--- src/rtl/pixel_unpacker.sv ---
// AXI4-Stream sink that unpacks 24-bit RGB pixels from 32-bit words (4 pixels per 3 words),
// regenerating sof/eol, tracking the column and flagging framing errors.
module pixel_unpacker #(
    parameter int X_SIZE = 640,
    parameter int X_BITS = 10
) (
    input  logic              aclk,
    input  logic              aresetn,
    input  logic [31:0]       in_stream_tdata,
    input  logic [3:0]        in_stream_tkeep,
    input  logic              in_stream_tlast,
    input  logic              in_stream_tuser,
    input  logic              in_stream_tvalid,
    output logic              in_stream_tready,
    output logic [7:0]        r,
    output logic [7:0]        g,
    output logic [7:0]        b,
    output logic              valid,
    input  logic              ready,
    output logic              sof,
    output logic              eol,
    output logic [X_BITS-1:0] x,
    output logic              err,
    input  logic              err_clear
);

    typedef enum logic [1:0] {PH0 = 2'd0, PH1 = 2'd1, PH2 = 2'd2, PH3 = 2'd3} phase_e;

    localparam logic [X_BITS-1:0] X_LAST = X_BITS'(X_SIZE - 1);

    phase_e              phase_q, phase_d, eff_phase_s;
    logic [23:0]         carry_q, carry_d;
    logic                last_q, last_d;
    logic                valid_q, valid_d;
    logic [7:0]          r_q, r_d, g_q, g_d, b_q, b_d;
    logic                sof_q, sof_d, eol_q, eol_d;
    logic [X_BITS-1:0]   x_q, x_d, col_q, col_d, x_new_s;
    logic                err_q, err_d;
    logic                load_s, hs_s, resync_s, load_px_s, set_s;
    logic [7:0]          pr_s, pg_s, pb_s;
    logic                psof_s, peol_s;

    assign load_s           = !valid_q || ready;
    assign in_stream_tready = (phase_q != PH3) && load_s && aresetn;
    assign hs_s             = in_stream_tvalid && in_stream_tready;
    assign resync_s         = hs_s && in_stream_tuser && (phase_q == PH1 || phase_q == PH2);

    // Next-state decode: pixel extraction, phase sequencing, column tracking and error detection.
    always_comb begin
        phase_d   = phase_q;
        carry_d   = carry_q;
        last_d    = last_q;
        valid_d   = valid_q;
        r_d       = r_q;
        g_d       = g_q;
        b_d       = b_q;
        sof_d     = sof_q;
        eol_d     = eol_q;
        x_d       = x_q;
        col_d     = col_q;
        load_px_s = 1'b0;
        set_s     = 1'b0;
        pr_s      = 8'h00;
        pg_s      = 8'h00;
        pb_s      = 8'h00;
        psof_s    = 1'b0;
        peol_s    = 1'b0;
        x_new_s   = '0;
        // A resync word restarts the group, so it decodes exactly like W0.
        eff_phase_s = resync_s ? PH0 : phase_q;

        if (load_s) begin
            if (hs_s) begin
                load_px_s = 1'b1;
                case (eff_phase_s)
                    PH0: begin
                        pb_s    = in_stream_tdata[7:0];
                        pg_s    = in_stream_tdata[15:8];
                        pr_s    = in_stream_tdata[23:16];
                        psof_s  = in_stream_tuser;
                        carry_d = {16'h0000, in_stream_tdata[31:24]};
                        phase_d = PH1;
                    end
                    PH1: begin
                        pb_s    = carry_q[7:0];
                        pg_s    = in_stream_tdata[7:0];
                        pr_s    = in_stream_tdata[15:8];
                        carry_d = {8'h00, in_stream_tdata[31:16]};
                        phase_d = PH2;
                    end
                    PH2: begin
                        pb_s    = carry_q[7:0];
                        pg_s    = carry_q[15:8];
                        pr_s    = in_stream_tdata[7:0];
                        carry_d = in_stream_tdata[31:8];
                        last_d  = in_stream_tlast;
                        phase_d = PH3;
                    end
                    default: begin
                        phase_d = PH0;
                    end
                endcase
                if (in_stream_tlast && eff_phase_s != PH2) begin
                    peol_s  = 1'b1;
                    phase_d = PH0;
                    carry_d = 24'h000000;
                    set_s   = 1'b1;
                end else begin
                    peol_s = 1'b0;
                end
                if (resync_s || in_stream_tkeep != 4'hF) begin
                    set_s = 1'b1;
                end else begin
                    set_s = set_s;
                end
            end else if (phase_q == PH3) begin
                load_px_s = 1'b1;
                pb_s      = carry_q[7:0];
                pg_s      = carry_q[15:8];
                pr_s      = carry_q[23:16];
                peol_s    = last_q;
                last_d    = 1'b0;
                carry_d   = 24'h000000;
                phase_d   = PH0;
            end else begin
                valid_d = 1'b0;
            end
        end else begin
            valid_d = valid_q;
        end

        if (load_px_s) begin
            x_new_s = psof_s ? '0 : col_q;
            valid_d = 1'b1;
            r_d     = pr_s;
            g_d     = pg_s;
            b_d     = pb_s;
            sof_d   = psof_s;
            eol_d   = peol_s;
            x_d     = x_new_s;
            col_d   = (peol_s || x_new_s == X_LAST) ? '0 : x_new_s + X_BITS'(1);
            if ((x_new_s == X_LAST) != peol_s) begin
                set_s = 1'b1;
            end else begin
                set_s = set_s;
            end
        end else begin
            x_d = x_q;
        end

        err_d = err_clear ? 1'b0 : (err_q | set_s);
    end

    // State and output registers with synchronous active-low reset.
    always_ff @(posedge aclk) begin
        if (!aresetn) begin
            phase_q <= PH0;
            carry_q <= 24'h000000;
            last_q  <= 1'b0;
            valid_q <= 1'b0;
            r_q     <= 8'h00;
            g_q     <= 8'h00;
            b_q     <= 8'h00;
            sof_q   <= 1'b0;
            eol_q   <= 1'b0;
            x_q     <= '0;
            col_q   <= '0;
            err_q   <= 1'b0;
        end else begin
            phase_q <= phase_d;
            carry_q <= carry_d;
            last_q  <= last_d;
            valid_q <= valid_d;
            r_q     <= r_d;
            g_q     <= g_d;
            b_q     <= b_d;
            sof_q   <= sof_d;
            eol_q   <= eol_d;
            x_q     <= x_d;
            col_q   <= col_d;
            err_q   <= err_d;
        end
    end

    assign valid = valid_q;
    assign r     = r_q;
    assign g     = g_q;
    assign b     = b_q;
    assign sof   = sof_q;
    assign eol   = eol_q;
    assign x     = x_q;
    assign err   = err_q;

endmodule
--- config.mk ---
export PLATFORM = sky130hd
export DESIGN_NAME = pixel_unpacker
export DESIGN_NICKNAME = d
export VERILOG_FILES = /design/src/rtl/pixel_unpacker.sv
export SDC_FILE = /design/constraint.sdc
export NUM_CORES = 1
export LEC_CHECK = 0
export ABC_CLOCK_PERIOD_IN_PS = 5140
export CORE_ASPECT_RATIO = 0.8
export CORE_UTILIZATION = 52
export CTS_BUF_LIST = sky130_fd_sc_hd__clkbuf_4
export CTS_CLUSTER_DIAMETER = 60
export DETAILED_ROUTE_END_ITERATION = 12
export PLACE_DENSITY_LB_ADDON = 0.2
export SYNTH_ARGS = -nofsm -noshare
export SYNTH_HDL_FRONTEND = slang
export SYNTH_SLANG_ARGS = --single-unit
export TNS_END_PERCENT = 50
--- constraint.sdc ---
create_clock -name aclk -period 5.14 [get_ports aclk]
set_input_delay 0.514 -clock aclk [delete_from_list [all_inputs] [get_ports aclk]]
set_output_delay 0.514 -clock aclk [all_outputs]
set_load 0.1 [all_outputs]
==> key figures <==
Clocking
  • Worst-path clk slew: 0.11 ns
  • CTS tree: yes
  • Clk_lat worst skew: 0.43 ns
  • CTS max path bufs: 2
  • Htree depth: 3
  • Postcts setup bufs: 0
  • CTS Sinks: 75
  • Hold_buf cts: 0
  • Root Buffer: clkbuf_4
  • Resized cells post-CTS: 0
  • Num CTS Buffers: 9

Worst setup path
  • Cells along the critical path: clkdlybuf4s50_1, nand3b_4, nand2b_4, o21ai_0, ha_1, nor2b_1, buf_4, nand4_1, buf_4, and2_1, ha_1, nand3_1, nor2_1, nand4_1, or3_1, ha_1, nand4b_1, o311ai_1, o21a_1
  • Critical path peak fanout: 21
  • CP arrival: 4.93 ns
  • Critical Path RT: 5.51 ns
  • CP most frequent cell: ha_1
  • Critical Path Start: in_stream_tvalid
  • Worst path max stage delay: 0.55 ns
  • Critical path launch point type: primary input
  • Setup crit end kind: register
  • Origin of the critical flop-to-flop path: phase_q[1]
  • Worst Setup Path Type: primary input to register
  • Worst reg-to-reg path cell count: 19
  • Crit path max-delay cell type: clkdlybuf4s50_1

Floorplanning
  • Die area: 7560 um2
  • Ports: 82
  • Rows: 27
  • Core area: 6930 um2
  • Die W: 97.0 um
  • Die Ht: 78.0 um
  • Initial core utilization: 54.2%

Detailed routing
  • ANT nets after route: 0
  • Final wirelength: 10700 um
  • Drt wl/cell: 18.0 um
  • DRT Pass-1 Iters: 5
  • Initial DRC Count: 475
  • Via count: 3742
  • Post-DR vias/cell: 6.30
  • DRC: 0

STA
  • Final min period: 4.56 ns
  • Slew HR: 27.3%
  • Setup TNS: 0 ns
  • Hold Vio Cnt, Final: 0
  • Worst setup margin: 0.584 ns
  • RSZ-0062 raised after global routing: no
  • Slew Limit Fails: 0
  • Max Clock Freq: 0.219 GHz
  • Final Skew: 0.0109 ns
  • Worst-Margin Slew: 1.09 ns
  • Final setup violation count: 0
  • Final critical-path share of the clock period: 88.6%

Final layout
  • Layout cells sized above 1: 6.90%
  • Diodes inserted: 0
  • Post-Layout Cell Count: 594
  • Nets: 551
  • Fill cells: 576
  • Area growth, synth to finish: 24.5%

Placed design
  • Placed cell count: 578
  • Port bufs: 81
  • Worst slack, placed: 0.309 ns
  • Post-DP HPWL: 7230 um
  • Placer Congestion: 0.888

Hold path
  • Min-delay worst type: register to register
  • Hold path startpoint: x[8]
  • Hold path cells: 2

Pwr
  • Worst VDD drop: 155 uV
  • Leakage: 1.71 nW
  • Pwr per Cell Area: 287 nW/um2

Global route
  • Total track usage: 29.3%
  • Largest net degree at the start of global routing: 59
  • First-pass GRT wire length: 17600 um
  • Vias in the first global route: 3501
  • Grt ovf: 0
  • Initial antenna violation count: 0

Synthesis
  • Seq cells post-synth: 75
  • Cells after synthesis: 444
  • Synth warn: 0
  • Area contributors post-synth: dfxtp_1 40%, a21oi_1 6.8%, nand2_1 5.3%
  • EDFF count, synth: 0
  • Netlist cell types: 49
  • Net Count, Synth: 493
  • Sequential share of the synthesized area: 40.0%
  • Post-synth ARST share: 0%
  • Yosys top cell by area: dfxtp_1
  • Synth Cell Area: 3750 um2
  • Synthesized area per cell: 8.45 um2
  • Area share of the largest cell type after synthesis: 40.0%
  • Ys flop type: dfxtp_1

Run status
  • Outcome: completed

Flow run
  • Max-Cap Viols: 0
==> worst max-delay path: cells and delay by family <==
family	cells	cell delay [ns]
and+or+nand+nor	10	1.56
buffers and inverters	3	0.97
adders and majority gates	3	0.87
AOI/OAI and AO/OA	3	1.01
==> logic make-up (layout without fill, tap and decap cells) <==
| logic type | after synthesis | in the layout | synth area share [%] |
|---|---|---|---|
| compound gates | 164 | 164 | 29.4 |
| xor+xnor | 2 | 2 | 0.467 |
| fa+ha+maj | 6 | 6 | 2.00 |
| buf+inv | 47 | 110 | 6.37 |
| flops | 75 | 75 | 40.0 |
| mux | 14 | 14 | 3.73 |
| simple gates | 136 | 136 | 18.0 |
==> final timing paths <==
check,endpoint,slack (ns)
setup / recovery,col_q[7],0.58
hold / removal,x[8],0.46
setup reg to reg,col_q[7],0.59
hold reg to reg,x[8],0.46
==> layout by cell type (no fill, tap or decap), types with 3 or more instances in the layout <==
master / n
clkdlybuf4s50_1: 80
ha_1: 6
a221oi_1: 8
and2_1: 4
nand3_1: 15
a222oi_1: 8
a22oi_1: 16
mux2i_1: 14
a31oi_1: 10
inv_1: 4
o21ai_0: 28
nand2_1: 53
nand4_1: 10
a32o_1: 10
clkbuf_4: 9
nor2_1: 28
a22o_1: 9
o211ai_1: 7
a21oi_1: 51
buf_4: 9
or3_1: 3
o21a_1: 5
nor3_1: 6
dfxtp_1: 75
nor2b_1: 3
==> cell usage after synthesis (2+ instances only) <==
library cell	n
dfxtp_1	75
nand2_1	53
a21oi_1	51
nor2_1	28
o21ai_0	28
clkbuf_1	19
a22oi_1	16
nand3_1	15
buf_2	14
mux2i_1	14
a31oi_1	10
a32o_1	10
nand4_1	10
a22o_1	9
a221oi_1	8
a222oi_1	8
o211ai_1	7
ha_1	6
nor3_1	6
o21a_1	5
and2_1	4
buf_4	4
buf_6	4
inv_1	4
nor2b_1	3
or3_1	3
a31o_2	2
a32oi_1	2
and3_1	2
buf_1	2
nor3b_1	2
o31ai_1	2
xnor2_1	2
==> final cells by class <==
| cell class | count | area (um2) | share of cell area (%) |
|---|---|---|---|
| clock buffer | 9 | 67.6 | 1.45 |
| clock inverter | 7 | 92.6 | 1.98 |
| inverter | 4 | 15.0 | 0.321 |
| multi-input combinational | 322 | 2010 | 43.1 |
| sequential | 75 | 1500 | 32.1 |
| tap | 87 | 109 | 2.33 |
| timing repair buffer | 90 | 873 | 18.7 |
==> sequential cells by signal, summed over array words and instances, names as in the netlist <==
register,count
r,8
valid,1
err,1
b,8
g,8
sof,1
phase_q,2
last_q,1
carry_q,24
x,10
eol,1
col_q,10
==> report_power, final <==
part	switching, mW	internal [mW]	leakage, nW
Combinational	0.226	0.0978	1.03
Sequential	0.0105	0.600	0.610
Clock	0.214	0.195	0.0796
==> per-stage QoR <==
step	hold slack [ns]	util [%]	power, mW	area [um2]
final	0.457	67.5	1.34	4670
after global routing	0.476	67.5	1.40	4670
after CTS	0.459	67.5	1.35	4670
after detailed placement	0.444	65.1	0.943	4510
after global placement	0.439	65.1	0.939	4510
after floorplan	0.438	-	0.845	3750
==> metal layers <==
metal | vias up | global-route usage (%) | wire length (um)
li1 | 1779 | - | -
met1 | 1757 | 42.0 | 4920
met2 | 194 | 42.7 | 4650
met3 | 12 | 8.74 | 1020
met4 | 0 | 7.46 | 97
met5 | - | 0 | 0
(Power assumes the default switching activity.)
